## config.mk

```make
export PLATFORM = sky130hd
export DESIGN_NAME = serial_chunk_adder
export DESIGN_NICKNAME = d
export VERILOG_FILES = /design/src/rtl/serial_chunk_adder_pkg.sv /design/src/rtl/adder_chunk.sv /design/src/rtl/serial_chunk_adder.sv
export SDC_FILE = /design/constraint.sdc
export NUM_CORES = 1
export LEC_CHECK = 0
export BUFFER_PORTS_ARGS = -buffer_cell sky130_fd_sc_hd__buf_2
export CAP_MARGIN = 20
export CORE_MARGIN = 2
export CORE_UTILIZATION = 30
export CTS_BUF_LIST = sky130_fd_sc_hd__clkbuf_8
export DETAILED_ROUTE_END_ITERATION = 10
export GPL_TIMING_DRIVEN = 0
export SYNTH_ARGS = -nofsm -noshare
export SYNTH_HDL_FRONTEND = slang
export SYNTH_SLANG_ARGS = --single-unit
```

## constraint.sdc

```tcl
create_clock -name clk -period 4.5 [get_ports clk]
set_input_delay 0.9 -clock clk [delete_from_list [all_inputs] [get_ports clk]]
set_output_delay 0.9 -clock clk [all_outputs]
set_load 0.005 [all_outputs]
```

## src/rtl/serial_chunk_adder_pkg.sv

```systemverilog
// Shared types for the chunk-serial adder: controller states.
package serial_chunk_adder_pkg;

    typedef enum logic [1:0] {
        IDLE = 2'd0,
        BUSY = 2'd1,
        DONE = 2'd2
    } state_t;

endpackage

```

## src/rtl/adder_chunk.sv

```systemverilog
// Combinational CHUNK-bit adder slice; also exposes the carry into its MSB
// so the caller can form a two's-complement overflow flag.
module adder_chunk #(
    parameter int CHUNK = 8
) (
    input  logic [CHUNK-1:0] a,
    input  logic [CHUNK-1:0] b,
    input  logic             ci,
    output logic [CHUNK-1:0] s,
    output logic             co,
    output logic             c_msb
);

    logic [CHUNK:0] total;

    assign total = {1'b0, a} + {1'b0, b} + {{CHUNK{1'b0}}, ci};
    assign s     = total[CHUNK-1:0];
    assign co    = total[CHUNK];
    // Sum bit = a ^ b ^ carry-in, so the carry into the MSB falls out directly.
    assign c_msb = total[CHUNK-1] ^ a[CHUNK-1] ^ b[CHUNK-1];

endmodule

```

## src/rtl/serial_chunk_adder.sv

```systemverilog
// Multi-cycle adder: WIDTH-bit a + b + ci computed CHUNK bits per clock with a
// registered inter-chunk carry, valid/ready on both sides.
module serial_chunk_adder
    import serial_chunk_adder_pkg::*;
#(
    parameter int WIDTH = 32,
    parameter int CHUNK = 8
) (
    input  logic             clk,
    input  logic             rst,
    input  logic             in_valid,
    output logic             in_ready,
    input  logic [WIDTH-1:0] a,
    input  logic [WIDTH-1:0] b,
    input  logic             ci,
    output logic             out_valid,
    input  logic             out_ready,
    output logic [WIDTH-1:0] sum,
    output logic             co,
    output logic             ovf
);

    localparam int NCHUNK = WIDTH / CHUNK;
    localparam int CW     = (NCHUNK > 1) ? $clog2(NCHUNK) : 1;

    if (CHUNK < 1 || CHUNK > WIDTH || (WIDTH % CHUNK) != 0) begin : g_bad_params
        $error("serial_chunk_adder: WIDTH must be a positive multiple of CHUNK");
    end

    state_t            state_q, state_d;
    logic [CW-1:0]     cnt_q, cnt_d;
    logic              carry_q, carry_d;
    logic [WIDTH-1:0]  a_q, a_d, b_q, b_d, sum_q, sum_d;
    logic              co_q, co_d, ovf_q, ovf_d;

    logic [CHUNK-1:0]  ch_s;
    logic              ch_co, ch_cmsb;
    logic              accept;

    adder_chunk #(.CHUNK(CHUNK)) u_chunk (
        .a     (a_q[CHUNK-1:0]),
        .b     (b_q[CHUNK-1:0]),
        .ci    (carry_q),
        .s     (ch_s),
        .co    (ch_co),
        .c_msb (ch_cmsb)
    );

    // out_ready feeds in_ready combinationally so a drained result and a new
    // operand pair can be exchanged on the same edge.
    assign in_ready  = !rst && ((state_q == IDLE) || ((state_q == DONE) && out_ready));
    assign accept    = in_valid && in_ready;
    assign out_valid = (state_q == DONE);
    assign sum       = sum_q;
    assign co        = co_q;
    assign ovf       = ovf_q;

    always_comb begin
        state_d = state_q;
        cnt_d   = cnt_q;
        carry_d = carry_q;
        a_d     = a_q;
        b_d     = b_q;
        sum_d   = sum_q;
        co_d    = co_q;
        ovf_d   = ovf_q;
        case (state_q)
            IDLE, DONE: begin
                if (accept) begin
                    a_d     = a;
                    b_d     = b;
                    carry_d = ci;
                    cnt_d   = '0;
                    state_d = BUSY;
                end else if (state_q == DONE && out_ready) begin
                    state_d = IDLE;
                end
            end
            BUSY: begin
                a_d     = a_q >> CHUNK;
                b_d     = b_q >> CHUNK;
                carry_d = ch_co;
                cnt_d   = cnt_q + CW'(1);
                // LSB chunk enters first and ends up at the bottom after NCHUNK shifts.
                sum_d   = (sum_q >> CHUNK) | (WIDTH'(ch_s) << (WIDTH - CHUNK));
                if (cnt_q == CW'(NCHUNK - 1)) begin
                    co_d    = ch_co;
                    ovf_d   = ch_cmsb ^ ch_co;
                    state_d = DONE;
                end
            end
            default: state_d = IDLE;
        endcase
    end

    always_ff @(posedge clk or posedge rst) begin
        if (rst) begin
            state_q <= IDLE;
            cnt_q   <= '0;
            carry_q <= 1'b0;
            a_q     <= '0;
            b_q     <= '0;
            sum_q   <= '0;
            co_q    <= 1'b0;
            ovf_q   <= 1'b0;
        end else begin
            state_q <= state_d;
            cnt_q   <= cnt_d;
            carry_q <= carry_d;
            a_q     <= a_d;
            b_q     <= b_d;
            sum_q   <= sum_d;
            co_q    <= co_d;
            ovf_q   <= ovf_d;
        end
    end

endmodule

```

After elaboration in Yosys (flattened, before gate mapping)

Cells that the tools add are included.

Latch bits: 0
Memories kept: 0
ROM bits: 0
Output and inout port bits: 36
Word-level logic and storage cells: 44
RAM bits: 0
Register bits: 103
Bits of input ports: 69

Equal/unequal tests: 6
Magnitude comparators: 0
$add $sub $neg: 3
Reduce and logical (&&, ||, !) cells: 11
Bitwise logic cells: 4
Multiply operators: 0
Muxes and demuxes: 12
Shift operators: 0
Div/mod/pow operators: 0

Operator list:

| operator                                             | count |
|---|---|
| case mux 32 bit (2 select lines)                     | 2 |
| two-way mux 32 bit                                   | 2 |
| bitwise OR 24 x 32 -> 32 bit                         | 1 |
| adder 8 x 8 -> 9 bit                                 | 1 |
| adder 9 x 1 -> 9 bit                                 | 1 |
| two-way mux 2 bit                                    | 4 |
| case mux 2 bit (2 select lines)                      | 2 |
| AND reduction 2 bit                                  | 3 |
| equality test 2 bit (second input constant)          | 2 |
| inequality test 2 bit (second input constant)        | 2 |
| logical AND 1 bit                                    | 3 |
| inequality test 3 bit (second input constant)        | 1 |
| bitwise XOR 1 bit                                    | 3 |
| adder 2 x 1 -> 2 bit (second input constant)         | 1 |
| equality test 2 x 1 -> 1 bit (second input constant) | 1 |
| zero test 2 bit                                      | 1 |
| case mux 1 bit (2 select lines)                      | 1 |
| nonzero test 2 bit                                   | 1 |
| OR reduction 2 bit                                   | 1 |
| zero test 1 bit                                      | 1 |
| logical OR 1 bit                                     | 1 |
| two-way mux 1 bit                                    | 1 |

Longest topological paths before layout

Depth in word-level cells: 7
Gate-level depth with buffers: 10
Depth with buffers taken out: 10

By module

Synthesis repeated with hierarchy kept, for this count alone.

Cell total of the unflattened synthesis: 569
Area, all modules: 5212.5 um^2

Modules (own cells, without submodules):

| module             | area each (um^2) | seq. area each (um^2) | instances | cells an instance |
|---|---|---|---|---|
| serial_chunk_adder | 4835.9           | 2577.5                | 1         | 525 |
| adder_chunk        | 376.6            | 0.0                   | 1         | 44 |

Worst setup path after synthesis

OpenSTA, ideal clock, no wires.

Path type: register -> register
From: register carry_q
To: register ovf_q, in the netlist ovf
Library setup time: 0.076 ns
Stages on the path, launching flop included: 11
Period minus slack after synthesis: 2.530 ns
Path slack: 1.970 ns
Path buffers: 0
Data arrival time: 2.453 ns
Cells stage by stage: dfrtp_1 inv_1 fa_1 inv_1 fa_1 a211oi_2 nor2_1 or4_4 a31oi_4 xnor3_1 o21ai_1

Longest elaborated chain between the ends: 4

Ends and longest elaborated chain:

| what                            | RTL line                  | text |
|---|---|---|
| start: declaration              | serial_chunk_adder.sv:32  | `logic carry_q, carry_d;` |
| start signal: assignment        | serial_chunk_adder.sv:109 | `carry_q <= carry_d;` |
| adder 9 x 1 -> 9 bit (*)        | adder_chunk.sv:16         | `assign total = {1'b0, a} + {1'b0, b} + {{CHUNK{1'b0}}, ci};` |
| bitwise XOR 1 bit (2 in series) | adder_chunk.sv:20         | `assign c_msb = total[CHUNK-1] ^ a[CHUNK-1] ^ b[CHUNK-1];` |
| bitwise XOR 1 bit (*)           | serial_chunk_adder.sv:88  | `ovf_d = ch_cmsb ^ ch_co;` |
| end signal: assignment          | serial_chunk_adder.sv:114 | `ovf_q <= ovf_d;` |
| end: declaration                | serial_chunk_adder.sv:34  | `logic co_q, co_d, ovf_q, ovf_d;` |

Every way passes the cells marked *; elsewhere a longest branch is shown, timed or not.
A chain may end at the register's enable or synchronous reset.

Worst setup path after layout

From: register a_q[0]
To: register ovf_q, in the netlist ovf

Longest elaborated chain between the ends: 5

Ends and longest elaborated chain:

| what                            | RTL line                  | text |
|---|---|---|
| start: declaration              | serial_chunk_adder.sv:33  | `logic [WIDTH-1:0] a_q, a_d, b_q, b_d, sum_q, sum_d;` |
| start signal: assignment        | serial_chunk_adder.sv:101 | `a_q <= '0;` |
| start signal: assignment        | serial_chunk_adder.sv:110 | `a_q <= a_d;` |
| adder 8 x 8 -> 9 bit (*)        | adder_chunk.sv:16         |  |
| adder 9 x 1 -> 9 bit (*)        | adder_chunk.sv:16         |  |
| bitwise XOR 1 bit (2 in series) | adder_chunk.sv:20         |  |
| bitwise XOR 1 bit (*)           | serial_chunk_adder.sv:88  |  |

Marked as above.

==> impl_metrics.env <==
export IMPL_rsz0062_at_grt="no"
export IMPL_min_path_cells=2
export IMPL_first_iter_violations=241
export IMPL_yosysWarnings=0
export IMPL_syn_avg_cell_area_um2=8.67
export IMPL_p_leak_nw=2.87
export IMPL_cts_setup_buffers=0
export IMPL_cts_buffers_inserted=9
export IMPL_fp_row_count=45
export IMPL_avgRoutedWirePerCell_um=15.1
export IMPL_fp_dieW_um=128
export IMPL_drive_gt1_frac=0.200
export IMPL_met2_usage=0.264
export IMPL_period_share=0.604
export IMPL_ant_nets=0
export IMPL_cp_end_kind="flip-flop"
export IMPL_tightestPinTransition_ps=600
export IMPL_fin_worst_skew_ps=16.0
export IMPL_synth_seq_area_share=0.558
export IMPL_r2r_start="a_q[0]"
export IMPL_drt_vias_per_instance=4.74
export IMPL_grt_pass1_vias=4079
export IMPL_dpl_cell_area_um2=5410
export IMPL_final_nets=728
export IMPL_cts_tree="built"
export IMPL_grt_pass1_wl_um=20700
export IMPL_synthTopCellsByArea="dfrtp_1, nand2_1, a31oi_1"
export IMPL_synth_cell_type_count=36
export IMPL_clk_latency_ps=400
export IMPL_cpPeakStageDelay_ps=430
export IMPL_grt_overflow_total=0
export IMPL_timing_final_ws_setup_ps=1780
export IMPL_place_inst=826
export IMPL_dp_slack_ps=1540
export IMPL_cts_root_buf="clkbuf_8"
export IMPL_initial_core_util=0.305
export IMPL_hold_path_end="sum[2]"
export IMPL_wl_um=12700
export IMPL_grt_use_met3=0.0384
export IMPL_cpMaxStageDelayCell="or4_4"
export IMPL_finish_utilization=0.372
export IMPL_critical_path_class="flip-flop to flip-flop"
export IMPL_netSwitchingFraction=0.418
export IMPL_vdd_drop_max_mv=0.267
export IMPL_total_power_mw=4.32
export IMPL_routabilityCongestion=0.822
export IMPL_hpwlAfterDp_um=9270
export IMPL_path_clk_slew_ps=100
export IMPL_n_antenna_cell=0
export IMPL_grt_max_degree=68
export IMPL_p_switching_mw=1.80
export IMPL_track_usage=0.164
export IMPL_synth_largest_area_cell="dfrtp_1"
export IMPL_reg2reg_to="ovf"
export IMPL_path_cells="inv_1 -> fa_1 -> inv_1 -> fa_1 -> a211oi_2 -> nor2_1 -> or4_4 -> a31oi_4 -> xnor3_1 -> o21ai_1"
export IMPL_finalSetupViolCount=0
export IMPL_pwr_share_seq=0.382
export IMPL_htree_levels=3
export IMPL_dieArea_um2=16400
export IMPL_ctsResizeCount=0
export IMPL_min_path_type="flip-flop to flip-flop"
export IMPL_holdCritStartpoint="sum[2]"
export IMPL_grtUsageMet1=0.220
export IMPL_syn_to_final_growth_pct=21.8
export IMPL_route_detailed_drc=0
export IMPL_start_kind="flip-flop"
export IMPL_ios=105
export IMPL_p_per_area_nw_per_um2=767
export IMPL_hold_viol_final=0
export IMPL_p_int_mw=2.51
export IMPL_drtPass1Iterations=4
export IMPL_reg2regPathDepth=10
export IMPL_syn_inst=533
export IMPL_slew_limit_headroom=0.600
export IMPL_antenna_found_initial=0
export IMPL_finalNonFillerCells=842
export IMPL_cp_required_ps=4820
export IMPL_finalMaxSlewViolations=0
export IMPL_clock_path_buffers=2
export IMPL_maxCapViolCount=0
export IMPL_status="complete, no violations"
export IMPL_p_clk_frac=0.154
export IMPL_clock_sinks=103
export IMPL_fmax_mhz=368
export IMPL_stdcell_area_um2=5630
export IMPL_netlist_area_leader_share=0.558
export IMPL_min_period_ps=2720
export IMPL_grt_busiest_layer="met2"
export IMPL_num_vias=3988
export IMPL_crit_arrival_ps=3040
export IMPL_r2r_setup_slack_ps=1780
export IMPL_synth_nets=612
export IMPL_netlist_area_um2=4620
export IMPL_cts_hold_buffers=0
export IMPL_path_max_fanout=3
export IMPL_combPwrFrac=0.464
export IMPL_core_um2=15100
export IMPL_place_port_buffers=104
export IMPL_die_h_um=128
export IMPL_ys_seq_elements=103
==> cell type report <==
type,instances,area [µm²]
Multi-Input combinational cell,390,1890
Buffer,35,136
Clock buffer,10,138
Tap cell,188,235
Timing Repair Buffer,105,548
Sequential cell,103,2580
Inverter,5,21.3
Fill cell,1606,9520
Clock inverter,6,85.1
==> per-layer routing <==
layer	vias to the layer above	part of all wire
met3	19	0.054
met1	1877	0.48
met4	0	0.020
li1	1975	-
met5	-	0
met2	117	0.44
==> through the flow <==
step	hold WS, ps	setup TNS [ps]
4_1_cts	482	0
3_3_place_gp	453	-40930
5_1_grt	505	0
2_1_floorplan	467	0
3_5_place_dp	459	0
6_report	473	0
==> worst max-delay path by stage <==
stage / start / endpoint / slack, ps / cells after the start
after detailed placement: out_ready / b_q[1] / 1540 / 9
final: a_q[0] / ovf / 1780 / 10
after global routing: carry_q / ovf / 1580 / 10
after global placement: rst / b_q[25] / -400 / 2
after floorplan: rst / a_q[0] / 900 / 1
after CTS: carry_q / ovf / 1770 / 10
==> sequential cells by signal, indices dropped and copies added (netlist names) <==
signal   cells
a_q         32
b_q         32
sum         32
cnt_q        2
state_q      2
carry_q      1
co           1
ovf          1
==> power by group through the flow <==
stage	Combinational [mW]	Sequential [mW]	Clock, mW
finish	2.00	1.65	0.664
CTS	2.03	1.65	0.671
floorplan	1.43	1.60	0
global placement	1.98	1.66	0
detailed placement	2.02	1.66	0
global route	2.30	1.71	0.703
==> cells in the final DEF, fill, tap and decap left out, types with 2 or more instances in the layout <==
cell type and count:
clkbuf_1 29, dfrtp_1 103, nand3_1 17, o21ai_0 10, a21o_1 2, nand2_1 215
buf_2 108, ha_1 8, fa_1 2, nor2b_1 2, o21ai_1 3, a211oi_1 2
nand2b_1 4, nor2_1 53, a21oi_1 3, inv_1 5, clkbuf_8 10, buf_1 2
a31oi_1 48, xor2_1 2, bufinv_16 2, xnor2_1 3
==> synthesized netlist by cell type, drive strengths merged <==
master   number
nor2b         2
nor3b         1
mux2          1
o211ai        1
a22oi         1
xnor2         3
a211oi        3
o2111ai       1
xor2          2
or4           1
a31oi        49
and2          1
o31ai         1
a21oi         3
fa            2
nand2b        5
o21ai        13
o311a         1
clkbuf       29
nand3        17
a21o          3
dfrtp       103
inv           5
or2           1
nor2         53
buf           6
nand2       215
xnor3         1
o21a          1
ha            8
==> cells by family (layout without fill, tap and decap cells) <==
group                      after synthesis  after routing  synth area share
AOI/OAI and AO/OA                       77             77             0.109
xor gates and xnor gates                 6              6            0.0144
adders and majority gates               10             10            0.0303
buffers and inverters                   40            161            0.0336
DFF                                    103            103             0.558
muxes                                    1              1           0.00244
and+or+nand+nor                        296            296             0.253
==> worst max-delay path: cells and delay by family, from the launching register on <==
| kind | cells | cell delay, ps |
|---|---|---|
| fa+ha+maj | 2 | 620 |
| compound gates | 3 | 540 |
| buf+inv | 2 | 140 |
| xor+xnor | 1 | 420 |
| simple gates | 2 | 530 |
| flops | 1 | 400 |
Power figures use the tool's default switching activity.
